### config.mk
export PLATFORM = sky130hd
export DESIGN_NAME = apb_slave_gen2_module
export DESIGN_NICKNAME = d
export VERILOG_FILES = /design/src/rtl/apb_slave_gen2_module.sv
export SDC_FILE = /design/constraint.sdc
export NUM_CORES = 1
export LEC_CHECK = 0
export ABC_CLOCK_PERIOD_IN_PS = 2100
export BUFFER_PORTS_ARGS = -buffer_cell sky130_fd_sc_hd__buf_4
export CAP_MARGIN = 20
export CORE_AREA = 4 4 134 136
export CTS_CLUSTER_DIAMETER = 100
export CTS_CLUSTER_SIZE = 12
export DETAILED_ROUTE_END_ITERATION = 8
export DIE_AREA = 0 0 138 140
export HOLD_SLACK_MARGIN = 0.12
export PLACE_DENSITY = 0.71
export SETUP_SLACK_MARGIN = 0.5
export SYNTH_ARGS = -nofsm -noshare
export SYNTH_HDL_FRONTEND = slang
export SYNTH_SLANG_ARGS = --single-unit
### constraint.sdc
create_clock -name clk_i -period 2.1 [get_ports clk_i]
set_input_delay 0.21 -clock clk_i [delete_from_list [all_inputs] [get_ports clk_i]]
set_output_delay 0.21 -clock clk_i [all_outputs]
set_load 0.02 [all_outputs]
### src/rtl/apb_slave_gen2_module.sv
// apb_slave_gen2_module: APB slave with byte strobes, handshaked memory port, timeout and write protection
module apb_slave_gen2_module #(
  parameter int DATA_WIDTH = 32,
  parameter int BUS_WIDTH = 64,
  parameter int ADDR_WIDTH = 32,
  parameter logic [4:0] RO_ADDR_A = 5'b01100,
  parameter logic [4:0] RO_ADDR_B = 5'b10000,
  parameter int MEM_TIMEOUT = 16,
  localparam int STRB_WIDTH = BUS_WIDTH / 8
) (
  input  logic                  clk_i,
  input  logic                  rst_i,
  input  logic                  psel_i,
  input  logic                  penable_i,
  input  logic                  pwrite_i,
  input  logic [STRB_WIDTH-1:0] pstrb_i,
  input  logic [BUS_WIDTH-1:0]  pwdata_i,
  input  logic [ADDR_WIDTH-1:0] paddr_i,
  input  logic                  start_bit_i,
  output logic [BUS_WIDTH-1:0]  prdata_o,
  output logic                  pready_o,
  output logic                  pslverr_o,
  output logic                  busy_o,
  output logic                  err_sticky_o,
  output logic                  mem_req_o,
  output logic                  mem_we_o,
  output logic [ADDR_WIDTH-1:0] mem_addr_o,
  output logic [BUS_WIDTH-1:0]  mem_wdata_o,
  output logic [STRB_WIDTH-1:0] mem_strb_o,
  input  logic                  mem_ack_i,
  input  logic [BUS_WIDTH-1:0]  mem_rdata_i
);
  localparam int CW = (MEM_TIMEOUT > 0) ? $clog2(MEM_TIMEOUT + 1) : 1;
  if (BUS_WIDTH % 8 != 0 || DATA_WIDTH < 1) begin : g_bad_width
    $error("BUS_WIDTH must be a multiple of 8 and DATA_WIDTH positive");
  end
  typedef enum logic [1:0] {IDLE, CHECK, MEM_WAIT, RESP} state_t;
  state_t state;
  logic [ADDR_WIDTH-1:0] addr_q;
  logic [BUS_WIDTH-1:0] wdata_q;
  logic [STRB_WIDTH-1:0] strb_q;
  logic we_q;
  logic err_q;
  logic [CW-1:0] cnt;
  logic req_err;
  logic tmo_hit;
  // request rejection and timeout decisions from captured request and counter
  always_comb begin
    req_err = (!we_q && |strb_q) || (we_q && (addr_q[4:0] == RO_ADDR_A || addr_q[4:0] == RO_ADDR_B)) || start_bit_i;
    tmo_hit = (MEM_TIMEOUT != 0) && (cnt == CW'(MEM_TIMEOUT - 1));
  end
  // transfer FSM with capture, response data and error flags
  always_ff @(posedge clk_i) begin
    if (rst_i) begin
      state <= IDLE;
      addr_q <= '0;
      wdata_q <= '0;
      strb_q <= '0;
      we_q <= 1'b0;
      err_q <= 1'b0;
      cnt <= '0;
      prdata_o <= '0;
      err_sticky_o <= 1'b0;
    end else begin
      case (state)
        IDLE: if (psel_i) begin
          addr_q <= paddr_i;
          we_q <= pwrite_i;
          strb_q <= pstrb_i;
          wdata_q <= pwdata_i;
          prdata_o <= '0;
          err_q <= 1'b0;
          state <= CHECK;
        end
        CHECK: begin
          cnt <= '0;
          if (!psel_i) begin
            err_sticky_o <= 1'b1;
            state <= IDLE;
          end else if (req_err) begin
            err_q <= 1'b1;
            state <= RESP;
          end else begin
            state <= MEM_WAIT;
          end
        end
        MEM_WAIT: begin
          if (!psel_i) begin
            err_sticky_o <= 1'b1;
            state <= IDLE;
          end else if (mem_ack_i) begin
            if (!we_q) prdata_o <= mem_rdata_i;
            state <= RESP;
          end else if (tmo_hit) begin
            err_q <= 1'b1;
            prdata_o <= '0;
            state <= RESP;
          end else begin
            cnt <= cnt + 1'b1;
          end
        end
        default: begin
          if (!psel_i) begin
            err_sticky_o <= 1'b1;
            state <= IDLE;
          end else if (penable_i) begin
            state <= IDLE;
          end
        end
      endcase
    end
  end
  // status and memory port outputs decoded from registered state
  always_comb begin
    pready_o = state == RESP;
    pslverr_o = state == RESP && err_q;
    busy_o = state != IDLE;
    mem_req_o = state == MEM_WAIT;
    mem_we_o = we_q;
    mem_addr_o = addr_q;
    mem_wdata_o = wdata_q;
    mem_strb_o = we_q ? strb_q : '0;
  end
endmodule

==> summary.txt <==
CP required - 2.44 ns
min Tclk post-route - 1.86 ns
most frequent cells in the layout - 359 x buf_4, 259 x nand2_1, 173 x dfxtp_1
most common cell after layout, fill and taps aside - buf_4
io pins - 349
full die area - 0.0193 mm^2
Iteration-0 DRC Markers - 442
RSZ-0062 raised after global routing - true
number of global-route vias before repair - 7834
met2 wire length - 14500 um
CP Class - register to register
first-pass GRT wire length - 41200 um
# rows - 48
drt wl/cell - 18.3 um
Setup WS pre-CTS - 0.301 ns
syn_area_per_cell - 7.97 um^2
leakage - 5.41 nW
Cells after Synth - 826
Initial Utilization - 38.9%
peak supply drop - 524 uV
Netlist cell types - 33
CTS root buf - clkbuf_16
Tcrit/Tclk final - 88.4%
post-route setup slack - 0.243 ns
CP Capture Type - register
DRT Wirelength - 29000 um
hold slack - 0.213 ns
largest net degree at the start of global routing - 68
Max clock buf depth - 2
outcome - complete, no violations
Pre-antenna DRT Iters - 5
share of the synthesized area in the top cell type - 54.1%
area post-placement - 0.00952 mm^2
DRT met1 WL - 10700 um
via count - 8098
clock skew - 0.00938 ns
Least-Margin Pin Slew - 0.439 ns
Placed Instances - 1355
total CTS buffers - 17
max-slew violation count - 0
area leader, netlist - dfxtp_1
IO buf count - 348
register area share after synthesis - 54.1%
TNS Setup - 0 ns
CTS tree - done
core area - 0.0169 mm^2
fin area - 0.0127 mm^2
Hold Crit Class - primary input to register
syn nets - 1007
die width - 138 um
Nets - 1526
HPWL Detailed - 15100 um
Critical Path AT - 2.20 ns
Crit Path Max Fanout - 8
gr usage total - 25.8%
Die Ht - 140 um
layout cells sized above 1 - 37.5%
Final setup viols - 0
Clock Latency Late Sink - 0.43 ns
Non-Filler Instances - 1586
top sig layer - met4
antenna violations before repair - 0
GPL Wtd Cong - 0.840
Final Hold Viols - 0
DRC errors left - 0
crit path launch type - register
DR WL met3 - 2560 um
clk slew on worst S/H paths - 0.07 ns
Synth warnings - 0
upper clock frequency limit - 0.538 GHz
headroom to the max-slew limit - 70.8%
antenna-violating nets left - 0
flops & latches, synth - 178
H-tree levels - 4
synth top area cells - dfxtp_1 54%, nand2_1 16%, a21oi_1 13%
Max-Cap Viols - 0
Area Growth Syn to Fin - 92.3%
Netlist Area Pre-Place - 0.00659 mm^2
Pwr Density - 802 mW/mm^2
routed vias/inst - 5.11
clk sinks - 178
GRT Residual Overflow - 0
[layout make-up]
cell class	count	area (um^2)
Timing Repair Buffer	564	5090
Fill cell	1102	4270
Sequential cell	178	3570
Multi-Input combinational cell	577	3080
Clock buffer	20	457
Tap cell	225	282
Clock inverter	12	133
Inverter	7	38.8
Antenna cell	3	7.51
[where the power goes]
part	switching [mW]	total (mW)	internal, mW
logic	1.65	3.17	1.51
registers	0.163	3.79	3.63
clock network	1.38	3.20	1.82
[state kept, by name, indices dropped and copies added (netlist names)]
register and count:
mem_wdata_o 64, prdata_o 64, mem_addr_o 32, strb_q 8, cnt 5, state 2, err_q 1, err_sticky_o 1
mem_we_o 1
[cells in the mapped netlist]
cell,count
nand2b_1,5
mux2i_1,3
a2bb2oi_1,1
dfxtp_1,178
a31oi_1,1
inv_2,1
nor3_1,3
clkbuf_1,36
nand2_1,278
a211oi_1,1
buf_6,6
nand4_1,1
and2_1,10
buf_1,2
nor2_1,8
inv_1,6
nor4_1,3
and3_1,1
xor2_1,2
buf_2,20
nand3_1,66
nor2b_1,3
o2111ai_1,1
and3b_4,1
a21oi_1,173
o22ai_1,1
ha_1,6
a311oi_1,2
a211oi_4,1
nand3b_1,2
a211oi_2,1
a211o_1,1
o21ai_0,2
[final timing paths]
check | endpoint | startpoint | depth (start not counted) | slack, ns
setup / recovery | prdata_o[2] | cnt[1] | 9 | 0.24
hold / removal | prdata_o[34] | rst_i | 2 | 0.21
setup reg to reg | prdata_o[2] | cnt[1] | 9 | 0.24
hold reg to reg | mem_addr_o[31] | mem_addr_o[31] | 2 | 0.45
[kinds of logic (layout without fill, tap and decap cells)]
logic type | count (synthesis) | after routing | synth area share (%)
mux | 3 | 3 | 0.456
xor+xnor | 2 | 2 | 0.266
flops | 178 | 178 | 54.1
other cells | 0 | 3 | 0
simple gates | 381 | 381 | 24.1
compound gates | 185 | 185 | 14.8
buf+inv | 71 | 603 | 5.11
fa+ha+maj | 6 | 6 | 1.14
[routing by layer]
metal  up-vias  GRT usage (%)
met2       432           43.6
met3        95           8.88
met5         -              0
met1      3801           29.6
met4         0           11.9
li1       3770              -
[what timing repair did]
item                                    CTS  global route
hold endpoints to repair                170             0
setup buffers                             9             2
pin swaps                                 8            34
endpoints found under the setup margin  183           152
hold buffers                            170             0
resized for setup                        17            94
cloned                                    3            12
[critical path: stages, from the launching register on]
cell,delay (ns)
dfxtp_2,0.35
ha_4,0.13
and3_4,0.19
ha_4,0.15
mux2i_4,0.08
a211oi_4,0.24
buf_12,0.20
clkbuf_16,0.17
nand3_1,0.08
a21oi_1,0.18
[stage by stage]
step | power, mW | util, %
3_3_place_gp | 5.99 | 56.2
2_1_floorplan | 5.02 | -
6_report | 10.2 | 74.8
3_5_place_dp | 6.01 | 56.2
5_1_grt | 10.5 | 74.7
4_1_cts | 9.64 | 71.0
No activity file was read; power rests on OpenSTA's default activity.
